===== config.mk =====
export PLATFORM = sky130hd
export DESIGN_NAME = interpolate_x8_flat
export DESIGN_NICKNAME = d
export VERILOG_FILES = /design/src/rtl/interpolate_x8_if.sv /design/src/rtl/interpolate_x8.sv /design/src/flat_wrapper.sv
export SDC_FILE = /design/constraint.sdc
export NUM_CORES = 1
export LEC_CHECK = 0
export CELL_PAD_IN_SITES_DETAIL_PLACEMENT = 0
export CELL_PAD_IN_SITES_GLOBAL_PLACEMENT = 2
export CORE_ASPECT_RATIO = 0.5
export CORE_MARGIN = 3
export CORE_UTILIZATION = 36
export DETAILED_ROUTE_END_ITERATION = 12
export PLACE_DENSITY_LB_ADDON = 0.1
export REMOVE_ABC_BUFFERS = 1
export SLEW_MARGIN = 20
export SYNTH_ARGS = -nofsm -noshare
export SYNTH_HDL_FRONTEND = slang
export SYNTH_SLANG_ARGS = --single-unit

===== constraint.sdc =====
create_clock -name clock -period 6.45 [get_ports clock]
set_input_delay 0.645 -clock clock [delete_from_list [all_inputs] [get_ports clock]]
set_output_delay 0.645 -clock clock [all_outputs]
set_load 0.01 [all_outputs]

===== src/rtl/interpolate_x8_if.sv =====
// Sample-in / tick-out bundle for the 1:8 interpolating upsampler.
interface interpolate_x8_if;
  logic               in_valid;
  logic               in_ready;
  logic signed [15:0] in_data;
  logic               out_tick;
  logic               out_valid;
  logic signed [15:0] out_data;
  logic               underrun;

  modport master (
    output in_valid, in_data, out_tick,
    input  in_ready, out_valid, out_data, underrun
  );

  modport slave (
    input  in_valid, in_data, out_tick,
    output in_ready, out_valid, out_data, underrun
  );
endinterface


===== src/rtl/interpolate_x8.sv =====
// Linear 1:8 upsampler: one interpolated point per out_tick, registered (tick at T -> data at T+1).
// Backpressure: one-entry pending buffer, in_ready = !pend_valid; ramps to silence on underrun.
module interpolate_x8 (
  input  logic             clock,
  input  logic             reset,
  interpolate_x8_if.slave  bus
);

  typedef enum logic {IDLE, RUN} state_t;

  state_t             state;
  logic signed [15:0] prev;
  logic signed [15:0] curr;
  logic signed [15:0] pend;
  logic               pend_valid;
  logic [2:0]         phase;

  logic signed [16:0] prev_w;
  logic signed [16:0] curr_w;
  logic signed [16:0] diff;
  logic signed [19:0] diff_x;
  logic signed [19:0] phase_x;
  logic signed [19:0] prod;
  logic signed [19:0] step;
  logic signed [19:0] prev_x;
  logic signed [15:0] y;

  // y stays between prev and curr, so the 16-bit truncation below never wraps.
  always_comb begin
    prev_w  = {prev[15], prev};
    curr_w  = {curr[15], curr};
    diff    = curr_w - prev_w;
    diff_x  = {{3{diff[16]}}, diff};
    phase_x = {17'd0, phase};
    prod    = diff_x * phase_x;
    step    = prod >>> 3;
    prev_x  = {{4{prev[15]}}, prev};
    y       = 16'(prev_x + step);
  end

  assign bus.in_ready = !pend_valid;

  always_ff @(posedge clock) begin
    if (reset) begin
      state         <= IDLE;
      prev          <= '0;
      curr          <= '0;
      pend          <= '0;
      pend_valid    <= 1'b0;
      phase         <= '0;
      bus.out_valid <= 1'b0;
      bus.out_data  <= '0;
      bus.underrun  <= 1'b0;
    end else begin
      bus.out_valid <= 1'b0;
      bus.underrun  <= 1'b0;

      // Accept and consume are exclusive: accept needs pend empty, consume needs it full.
      if (bus.in_valid && !pend_valid) begin
        pend       <= bus.in_data;
        pend_valid <= 1'b1;
      end

      if (bus.out_tick) begin
        bus.out_valid <= 1'b1;
        case (state)
          IDLE: begin
            bus.out_data <= '0;
            if (pend_valid) begin
              prev       <= '0;
              curr       <= pend;
              pend_valid <= 1'b0;
              phase      <= '0;
              state      <= RUN;
            end
          end
          RUN: begin
            bus.out_data <= y;
            if (phase != 3'd7) begin
              phase <= phase + 3'd1;
            end else begin
              phase <= '0;
              prev  <= curr;
              if (pend_valid) begin
                curr       <= pend;
                pend_valid <= 1'b0;
              end else begin
                bus.underrun <= 1'b1;
                if (curr != 16'sd0) curr  <= '0;
                else                state <= IDLE;
              end
            end
          end
          default: state <= IDLE;
        endcase
      end
    end
  end

endmodule

===== src/flat_wrapper.sv =====
// flat-port wrapper written by rule: the top's interface ports become plain ports
module interpolate_x8_flat 
  (clock, reset, bus_in_valid, bus_in_data, bus_out_tick, bus_in_ready, bus_out_valid, bus_out_data, bus_underrun);
  interpolate_x8_if bus_i ();
  input  logic clock;
  input  logic reset;
  input wire logic [$bits(bus_i.in_valid)-1:0] bus_in_valid;
  input wire logic [$bits(bus_i.in_data)-1:0] bus_in_data;
  input wire logic [$bits(bus_i.out_tick)-1:0] bus_out_tick;
  output wire logic [$bits(bus_i.in_ready)-1:0] bus_in_ready;
  output wire logic [$bits(bus_i.out_valid)-1:0] bus_out_valid;
  output wire logic [$bits(bus_i.out_data)-1:0] bus_out_data;
  output wire logic [$bits(bus_i.underrun)-1:0] bus_underrun;
  assign bus_i.in_valid = bus_in_valid;
  assign bus_i.in_data = bus_in_data;
  assign bus_i.out_tick = bus_out_tick;
  assign bus_in_ready = bus_i.in_ready;
  assign bus_out_valid = bus_i.out_valid;
  assign bus_out_data = bus_i.out_data;
  assign bus_underrun = bus_i.underrun;
  interpolate_x8 u_core (.clock(clock), .reset(reset), .bus(bus_i));
endmodule

==> impl_metrics.json, run 1 <==
{
  "outcome": "completed",
  "synth_top_family_by_area": "simple AND/OR/NAND/NOR gates",
  "gp_congestion": 0.816,
  "syn2layout_area_growth_pct": 18.1,
  "muxShareOfSynthArea_pct": 0,
  "grt_overflow_total": 0,
  "ctsLongestPathBuffers": 2,
  "seq_area_frac_synth_pct": 24.2,
  "grt_pass1_vias": 4951,
  "initial_core_util_pct": 37.5,
  "ys_ff_latch": 71,
  "crit_top_cell": "ha_1",
  "synth_compound_area_share_pct": 18.9,
  "holdPathEnd": "u_core.pend[12]",
  "die_w_microns": 186,
  "drc": 0,
  "r2r_setup_slack_ns": 0.41,
  "synthSimpleGateAreaFrac_pct": 23.4,
  "peakVddDrop_mv": 0.136,
  "insertion_delay_ns": 0.33,
  "fin_nets": 915,
  "holdWs_ns": 0.457,
  "finalCritPeriodShare_pct": 93.7,
  "endpoint_kind": "register",
  "grt_max_degree": 75,
  "cts.clk_slew.worst_paths_ns": 0.06,
  "synthAdderAreaFrac_pct": 20.0,
  "arrival_ns": 6.22,
  "hold_depth": 2,
  "dieArea_sq_mm": 0.0179,
  "cp_slowest_cell": "fa_1",
  "hold_path.class": "reg -> reg",
  "r2r-end": "u_core.bus.out_data[15]",
  "max_freq_ghz": 0.166,
  "synth_ff_type": "dfxtp_1",
  "diodes": 0,
  "rows": 32,
  "synthCells": 773,
  "critPathRequiredTime_ns": 6.63,
  "cts_buffers": 9,
  "wl_per_cell_microns": 15.5,
  "critPathLaunchType": "register",
  "initialDrtViolationCount": 232,
  "drv_cap": 0,
  "skew_ns": 0.0107,
  "cts_tree": "yes",
  "drt_wl_total_microns": 16000,
  "yosys_warnings": 0,
  "synthXorXnorAreaFrac_pct": 5.31,
  "crit_fanout": 4,
  "reg2reg_from": "u_core.curr[0]",
  "setup_violations": 0,
  "grt_pass1_wl_microns": 26300,
  "drt-pass1-iter-count": 4,
  "syn_area_sq_mm": 0.00586,
  "maxSlewViolCount": 0,
  "final_layout_size_suffix_gt1_share_pct": 7.59,
  "fin_ws_ns": 0.409,
  "ys_async_sr_fraction_pct": 0,
  "max_stage_delay_ns": 0.53,
  "hp-start": "u_core.pend[12]",
  "cts_sinks": 71,
  "port_buffers": 38,
  "pin_count": 39,
  "reg2regPathDepth": 30,
  "pwr_density_cell_mw_per_mm2": 160,
  "ant_nets": 0,
  "dp_slack_ns": 0.0937,
  "dr_total_vias": 5210,
  "p_leak_nw": 2.91,
  "htree_levels": 3,
  "slew_headroom_pct": 37.7,
  "syn_area_per_cell_sq_um": 7.58,
  "synth_edf_count": 0,
  "critical_path_class": "reg -> reg",
  "post-route-min-period_ns": 6.04,
  "fp.dieH_microns": 96.2,
  "synth.distinct_cells": 64,
  "core-area_sq_mm": 0.0157,
  "antenna_found_initial": 0,
  "worst_pin_slew_ns": 0.933,
  "grt_usage_pct": 18.4,
  "place_hpwl_microns": 12400,
  "clock-root-buffer": "clkbuf_16",
  "hold_violations": 0,
  "avgViaCountPerCell": 5.02
}
metrics by stage:
step / cell area, sq um / std cells / util, % / total power, mW / TNS (ns)
after CTS: 6870 / 1037 / 43.9 / 1.12 / 0
after floorplan: 5750 / 742 / - / 0.519 / 0
final: 6930 / 1038 / 44.2 / 1.11 / 0
after detailed placement: 6550 / 1021 / 41.8 / 0.568 / 0
after global placement: 6550 / 1021 / 41.8 / 0.568 / 0
after global routing: 6930 / 1038 / 44.2 / 1.15 / -0.0418
worst max-delay path, delay by kind of cell, from the launching register on:
kind                     cells  cell delay [ns]
flip-flops                   1             0.35
XOR/XNOR                     3             0.46
buffers and inverters        3             0.14
adder cells (fa/ha/maj)      6             2.07
AND/OR/NAND/NOR              5             0.97
AO/OA/AOI/OAI               13             1.86
layout by cell type, fill, tap and decap left out, types with 3 or more instances in the layout:
cell type        netlist  routed
nand2_1              103     103
inv_1                 95      95
a21oi_1               79      75
dfxtp_1               71      69
ha_1                  65      64
nand3_1               47      47
nor2_1                46      45
clkdlybuf4s50_1        0      37
xnor2_1               28      28
and2_1                27      27
buf_4                  0      21
o21ai_0               20      18
fa_1                  18      18
nor2b_1               13      13
o211ai_1              10      10
a22oi_1                9       9
clkbuf_16              0       9
a21o_1                 8       8
nor3_1                 8       8
o21a_1                 7       7
o21ai_1                5       6
nor3b_1                7       6
xor2_1                 5       5
nand2b_1               5       5
nor4_1                 5       5
a21oi_2                0       4
a31oi_1                4       4
or2_2                  4       4
a21boi_1               2       3
or3_1                  3       3
nand4_1                3       3
a211oi_1               3       3
layout make-up:
cell class | instances | area, sq um
inverter | 96 | 360
timing repair buffer | 59 | 533
clock inverter | 6 | 92.6
tap | 221 | 277
multi-input combinational | 575 | 4010
fill | 1618 | 8730
clock buffer | 10 | 229
sequential | 71 | 1420
logic make-up (layout without fill, tap and decap cells):
logic type / after synthesis / after routing
adders and majority gates: 83 / 83
buffers and inverters: 127 / 171
and+or+nand+nor: 283 / 283
xor gates and xnor gates: 34 / 34
AOI/OAI and AO/OA: 175 / 175
DFF: 71 / 71
power by group:
group	internal, mW	total, mW	switching, mW
clock	0.342	0.547	0.206
sequential	0.447	0.457	0.00925
combinational	0.0384	0.102	0.0638
state kept, by name (all words and copies together), names as in the netlist:
name and flops:
u_core.bus.out_data 16, u_core.bus.out_valid 1, u_core.bus.underrun 1, u_core.curr 16, u_core.pend 16, u_core.pend_valid 1, u_core.phase 3, u_core.prev 16
u_core.state 1
synth_stat cells, types with 4 or more instances:
library cell | number | area (sq um)
nand2b_1 | 5 | 31.3
xnor2_1 | 28 | 245
nand2_1 | 103 | 387
dfxtp_1 | 71 | 1420
clkbuf_1 | 29 | 109
nor2_1 | 46 | 173
xor2_1 | 5 | 43.8
nor3b_1 | 7 | 52.6
a21oi_1 | 79 | 395
nand3_1 | 47 | 235
o21ai_0 | 20 | 100
and2_1 | 27 | 169
a21o_1 | 8 | 60.1
or2_2 | 4 | 25.0
o21a_1 | 7 | 52.6
nor4_1 | 5 | 31.3
o21ai_1 | 5 | 25.0
a22oi_1 | 9 | 67.6
a31oi_1 | 4 | 25.0
nor2b_1 | 13 | 81.3
nor3_1 | 8 | 40.0
ha_1 | 65 | 813
fa_1 | 18 | 360
o211ai_1 | 10 | 75.1
inv_1 | 95 | 357
metal layers:
layer  vias up  part of all wire, %  track usage, %
met5         -                    0               0
li1       2696                    -               -
met3         5                  4.6            3.02
met1      2448                   53            26.9
met2        61                   42            29.3
met4         0                 0.29            2.07
timing repair:
item                                    CTS  global route
resized for setup                         0            14
hold buffers                              0             0
endpoints found under the hold margin     0             0
endpoints found under the setup margin    0             3
buffers inserted                          0             1
worst max-delay path by stage:
stage	start	to	slack [ns]
after floorplan	u_core.prev[1]	u_core.bus.out_data[15]	0.67
after global placement	u_core.prev[1]	u_core.bus.out_data[15]	0.23
after detailed placement	u_core.prev[1]	u_core.bus.out_data[15]	0.09
after CTS	u_core.prev[1]	u_core.bus.out_data[15]	0.02
after global routing	u_core.prev[1]	u_core.bus.out_data[15]	-0.04
final	u_core.curr[0]	u_core.bus.out_data[15]	0.41
Power figures use the tool's default switching activity.
==> run 2: changes to the inputs <==
ABC_AREA = 0   (was default)
GPL_ROUTABILITY_DRIVEN = 0   (was default)
==> results of run 2 <==
Final layout, timing and power as in run 1 (identical DEF).
